===== config.mk =====
export PLATFORM = sky130hd
export DESIGN_NAME = fetch_unit
export DESIGN_NICKNAME = d
export VERILOG_FILES = /design/src/rtl/fetch_unit_pkg.sv /design/src/rtl/fetch_unit_fifo.sv /design/src/rtl/fetch_unit.sv
export SDC_FILE = /design/constraint.sdc
export NUM_CORES = 1
export LEC_CHECK = 0
export ABC_AREA = 1
export CORE_MARGIN = 2
export CORE_UTILIZATION = 40
export CTS_CLUSTER_DIAMETER = 120
export DETAILED_ROUTE_END_ITERATION = 16
export PLACE_DENSITY = 0.66
export REMOVE_ABC_BUFFERS = 1
export SYNTH_ARGS = -nofsm -noshare
export SYNTH_HDL_FRONTEND = slang
export SYNTH_HIERARCHICAL = 1
export SYNTH_SLANG_ARGS = --single-unit

===== constraint.sdc =====
create_clock -name clk -period 10.5 [get_ports clk]
set_clock_uncertainty 0.1 [all_clocks]
set_input_delay 2.1 -clock clk [delete_from_list [all_inputs] [get_ports clk]]
set_output_delay 2.1 -clock clk [all_outputs]
set_load 0.05 [all_outputs]

===== src/rtl/fetch_unit_pkg.sv =====
// Shared constants and types for the instruction fetch stage.
package fetch_unit_pkg;

    localparam logic [31:0] FETCH_RESET_PC_DEFAULT = 32'h0000_0000;
    localparam logic [31:0] INSTRUCTION_NOP        = 32'h0000_0013;

    // One buffered instruction together with the address it was fetched from.
    typedef struct packed {
        logic [31:0] pc;
        logic [31:0] word;
    } fetch_entry_t;

    // Instruction addresses are word aligned; the low two bits are dropped.
    function automatic logic [31:0] align_pc(input logic [31:0] addr);
        return addr & 32'hFFFF_FFFC;
    endfunction

endpackage


===== src/rtl/fetch_unit_fifo.sv =====
// Small synchronous FIFO with flush, used for buffered instructions and issue PCs.
// DEPTH must be a power of two so the pointers wrap naturally.
module fetch_fifo #(
    parameter int unsigned DEPTH = 2,
    parameter int unsigned WIDTH = 64,
    localparam int unsigned PW = (DEPTH > 1) ? $clog2(DEPTH) : 1,
    localparam int unsigned CW = $clog2(DEPTH + 1)
) (
    input  logic             clk,
    input  logic             rst_n,
    input  logic             push_i,
    input  logic [WIDTH-1:0] data_i,
    input  logic             pop_i,
    input  logic             flush_i,
    output logic [WIDTH-1:0] data_o,
    output logic [CW-1:0]    count_o,
    output logic             full_o,
    output logic             empty_o
);

    logic [WIDTH-1:0] mem_q [DEPTH];
    logic [PW-1:0]    rd_ptr_q, rd_ptr_d;
    logic [PW-1:0]    wr_ptr_q, wr_ptr_d;
    logic [CW-1:0]    count_q, count_d;
    logic             do_push, do_pop;

    assign full_o  = (count_q == CW'(DEPTH));
    assign empty_o = (count_q == '0);
    assign count_o = count_q;
    assign data_o  = mem_q[rd_ptr_q];

    // Pointer and occupancy update; flush wins over push and pop.
    always_comb begin
        do_push  = push_i && !flush_i && !full_o;
        do_pop   = pop_i && !flush_i && !empty_o;
        rd_ptr_d = rd_ptr_q;
        wr_ptr_d = wr_ptr_q;
        count_d  = count_q + CW'(do_push) - CW'(do_pop);
        if (flush_i) begin
            rd_ptr_d = '0;
            wr_ptr_d = '0;
            count_d  = '0;
        end else begin
            if (do_push) wr_ptr_d = wr_ptr_q + PW'(1);
            if (do_pop)  rd_ptr_d = rd_ptr_q + PW'(1);
        end
    end

    // Control state registers.
    always_ff @(posedge clk or negedge rst_n) begin
        if (!rst_n) begin
            rd_ptr_q <= '0;
            wr_ptr_q <= '0;
            count_q  <= '0;
        end else begin
            rd_ptr_q <= rd_ptr_d;
            wr_ptr_q <= wr_ptr_d;
            count_q  <= count_d;
        end
    end

    // Entry storage; contents are only observed while the FIFO is non-empty.
    always_ff @(posedge clk) begin
        if (do_push) mem_q[wr_ptr_q] <= data_i;
    end

endmodule


===== src/rtl/fetch_unit.sv =====
// Instruction fetch stage: PC, in-order memory requests, response buffering
// and a valid/ready instruction port towards the decoder.
module fetch_unit
    import fetch_unit_pkg::*;
#(
    parameter logic [31:0] RESET_PC  = FETCH_RESET_PC_DEFAULT,
    parameter int unsigned BUF_DEPTH = 2
) (
    input  logic        clk,
    input  logic        rst_n,
    output logic        imem_req,
    output logic [31:0] imem_addr,
    input  logic        imem_gnt,
    input  logic        imem_rvalid,
    input  logic [31:0] imem_rdata,
    input  logic        redirect,
    input  logic [31:0] redirect_pc,
    output logic        inst_valid,
    input  logic        inst_ready,
    output logic [31:0] instruction,
    output logic [31:0] inst_pc
);

    localparam int unsigned CW = $clog2(BUF_DEPTH + 1);
    localparam int unsigned SW = CW + 1;

    logic [31:0]   pc_q, pc_d;
    logic [CW-1:0] out_q, out_d;
    logic [CW-1:0] drop_q, drop_d;

    logic          issue, resp, resp_keep, pop;
    logic [SW-1:0] in_use;

    fetch_entry_t  data_in, data_head;
    logic [CW-1:0] data_cnt;
    logic          data_full, data_empty;

    logic [31:0]   pcq_head;
    logic [CW-1:0] pcq_cnt;
    logic          pcq_full, pcq_empty;
    logic          unused_status;

    assign unused_status = ^{pcq_cnt, pcq_full, pcq_empty, data_full};

    assign inst_valid = !data_empty;
    assign pop        = inst_valid && inst_ready && !redirect;
    assign resp       = imem_rvalid;
    assign resp_keep  = resp && (drop_q == '0);

    // A slot freed by a same-cycle pop is credited immediately; this is what
    // lets a 1-cycle memory sustain one instruction per cycle with two entries.
    assign in_use    = {1'b0, out_q} + {1'b0, data_cnt} - SW'(pop);
    assign imem_req  = rst_n && !redirect && (in_use < SW'(BUF_DEPTH));
    assign imem_addr = pc_q;
    assign issue     = imem_req && imem_gnt;

    assign data_in     = '{pc: pcq_head, word: imem_rdata};
    assign instruction = inst_valid ? data_head.word : INSTRUCTION_NOP;
    assign inst_pc     = inst_valid ? data_head.pc   : RESET_PC;

    // Next PC, in-flight count and discard count; redirect overrides everything.
    always_comb begin
        pc_d   = pc_q;
        out_d  = out_q + CW'(issue) - CW'(resp);
        drop_d = drop_q;
        if (redirect) begin
            pc_d   = align_pc(redirect_pc);
            drop_d = out_q - CW'(resp);
        end else begin
            if (issue) pc_d = pc_q + 32'd4;
            if (resp && (drop_q != '0)) drop_d = drop_q - CW'(1);
        end
    end

    // Fetch control registers.
    always_ff @(posedge clk or negedge rst_n) begin
        if (!rst_n) begin
            pc_q   <= RESET_PC;
            out_q  <= '0;
            drop_q <= '0;
        end else begin
            pc_q   <= pc_d;
            out_q  <= out_d;
            drop_q <= drop_d;
        end
    end

    fetch_fifo #(
        .DEPTH (BUF_DEPTH),
        .WIDTH ($bits(fetch_entry_t))
    ) u_data_fifo (
        .clk     (clk),
        .rst_n   (rst_n),
        .push_i  (resp_keep),
        .data_i  (data_in),
        .pop_i   (pop),
        .flush_i (redirect),
        .data_o  (data_head),
        .count_o (data_cnt),
        .full_o  (data_full),
        .empty_o (data_empty)
    );

    fetch_fifo #(
        .DEPTH (BUF_DEPTH),
        .WIDTH (32)
    ) u_pc_queue (
        .clk     (clk),
        .rst_n   (rst_n),
        .push_i  (issue),
        .data_i  (pc_q),
        .pop_i   (resp_keep),
        .flush_i (redirect),
        .data_o  (pcq_head),
        .count_o (pcq_cnt),
        .full_o  (pcq_full),
        .empty_o (pcq_empty)
    );

endmodule


==> reports/qor.json <==
{
  "post-route-min-period_ns": 7.17,
  "drt_pass_1_iters": 4,
  "layout-area-overhead-vs-synth_pct": 25.2,
  "fin_cells": 1637,
  "cp.arrival_ns": 4.97,
  "p_leak_uw": 0.00567,
  "critPathMaxFanout": 11,
  "timing.max_cap.violations": 0,
  "grt_first_pass_wirelength_um": 37000,
  "worst-setup-path-type": "in -> out",
  "synthesis.area_um2": 10700,
  "grt_antenna_before_repair": 0,
  "setup_violations": 0,
  "tritoncts.num_buffers": 25,
  "cp-end-kind": "output port",
  "drc": 0,
  "rr_worst_depth": 17,
  "floorplan.die.height_um": 168,
  "vdd.ir_drop.worst_mv": 0.0974,
  "port-buffer-count": 163,
  "finalMaxSlewViolations": 0,
  "clock_latency_reported_for_the_late_side_of_the_worst_skew_pair_ns": 0.52,
  "cts.path.max_buffers": 3,
  "slew-limit-headroom": 0.382,
  "grt_util_all_layers": 0.163,
  "finalHoldViolations": 0,
  "maximum_number_of_pins_on_one_net_before_global_route_repair": 66,
  "grt.overflow.total": 0,
  "io-pin-count": 168,
  "outcome": "complete, no violations",
  "critical_path.endpoint": "imem_req",
  "h_tree_depth_reported_by_cts": 1,
  "post_route_cells_drive_above_1_share": 0.0684,
  "routed_wl_um": 22800,
  "initial_core_util": 0.409,
  "fp.coreArea_um2": 26200,
  "average_vias_per_placed_instance": 4.65,
  "worstReg2RegStart": "u_data_fifo/count_o[1]",
  "placementRows": 59,
  "setup.worst_path.start_class": "primary input",
  "dr.first_iter.drc_count": 345,
  "place.gp.congestion": 0.823,
  "cts.sink_count": 234,
  "rsz0062_at_grt": "false",
  "cts_setup_buffers": 0,
  "fmax_ghz": 0.139,
  "fp.dieW_um": 168,
  "setup.reg_to_reg.worst_slack_ns": 5.52,
  "number_of_global_route_vias_before_repair": 7320,
  "dp_hpwl_um": 14400,
  "nets": 1365,
  "total_power_uw": 2600,
  "period_share": 0.683,
  "wl_per_cell_um": 13.9,
  "syn-instance-count": 1119,
  "final.setup.tns_ns": 0,
  "fillerInstances": 2310,
  "tritoncts": "done",
  "critPathLaunch": "redirect",
  "antenna_cells": 0,
  "cts_hold_repair.buffers": 0,
  "clk_pin_slew_ns": 0.06,
  "worst_pin_slew_ns": 0.927,
  "numPlacedInstances": 1591,
  "die-area_um2": 28200,
  "power_density_nw_per_um2": 193,
  "count_of_instances_resized_after_the_clock_tree_is_built": 0,
  "critical_path_required_ns": 8.30,
  "syn-mean-instance-area_um2": 9.59,
  "ys.warnings.count": 6,
  "final_core_utilization": 0.513,
  "clock_tree.root_cell": "clkbuf_16",
  "worstHoldPathType": "reg -> reg",
  "final_antenna_net_count": 0,
  "vias": 7609,
  "reg2reg_to": "u_pc_queue/mem_q[1][12]"
}
[state kept, by name, summed over array words and instances, names as in the netlist]
signal,count
u_data_fifo/count_o,2
u_pc_queue/rd_ptr_q,1
out_q,2
u_data_fifo/rd_ptr_q,1
u_pc_queue/wr_ptr_q,1
u_pc_queue/mem_q,64
u_data_fifo/wr_ptr_q,1
u_pc_queue/count_o,2
imem_addr,30
drop_q,2
u_data_fifo/mem_q,128
[metal layers]
metal	track usage	up-vias	share of wire
met2	0.280	179	0.47
met4	0.0427	0	0.021
met5	0	-	0
met1	0.218	3535	0.46
li1	-	3863	-
met3	0.0235	32	0.049
[area by class of cell]
class	instances	area, µm²	area share
sequential	234	6820	0.507
multi-input combinational	716	3130	0.233
timing repair buffer	174	1710	0.127
clock buffer	31	648	0.0482
inverter	132	505	0.0376
tap	335	419	0.0312
clock inverter	15	203	0.0151
[critical path, stage by stage]
cell and delay [ns]:
clkdlybuf4s50_1 0.45, buf_4 0.22, nor2_1 0.10, ha_1 0.29
or2_2 0.30, fa_1 0.50, nand3_2 0.08, nor2_1 0.12
clkdlybuf4s50_1 0.80
[per-stage QoR]
stage | instance area, µm² | setup WS, ns | hold WS, ns
5_1_grt | 13400 | 3.23 | 0.439
4_1_cts | 13400 | 3.30 | 0.411
3_3_place_gp | 12600 | 3.32 | 0.391
3_5_place_dp | 12600 | 3.30 | 0.398
6_report | 13400 | 3.33 | 0.410
2_1_floorplan | 10400 | 4.22 | 0.378
[cell usage in the layout, fill, tap and decap left out, types with 2 or more instances in the layout]
| master | count |
|---|---|
| nor2_4 | 5 |
| ha_1 | 11 |
| nor2_2 | 4 |
| inv_1 | 126 |
| xor2_1 | 4 |
| nand2_1 | 453 |
| conb_1 | 6 |
| clkbuf_1 | 6 |
| inv_2 | 4 |
| o21bai_1 | 7 |
| or2_2 | 5 |
| nand2_2 | 17 |
| nand3_1 | 77 |
| o21ai_0 | 6 |
| clkdlybuf4s50_1 | 162 |
| clkbuf_16 | 25 |
| clkinv_1 | 3 |
| a21oi_1 | 4 |
| buf_4 | 11 |
| nor2_1 | 100 |
| and2_1 | 2 |
| nand4_1 | 4 |
| xnor2_1 | 6 |
| clkinv_2 | 5 |
| dfrtp_1 | 41 |
| bufinv_16 | 5 |
| edfxtp_1 | 192 |
[how the worst min path moves through the flow]
stage	start	endpoint	cells after the start
floorplan	out_q[0]	out_q[0]	1
CTS	out_q[0]	out_q[0]	1
detailed placement	out_q[0]	out_q[0]	1
global placement	out_q[0]	out_q[0]	1
global route	out_q[0]	out_q[0]	1
finish	out_q[0]	out_q[0]	1
[report_power, final]
part	switching [µW]	total, µW	leakage (µW)	internal (µW)
registers	61.7	1150	0.00226	1090
logic	357	536	0.00299	179
clock network	350	911	0.000415	561
(Power assumes the default switching activity.)
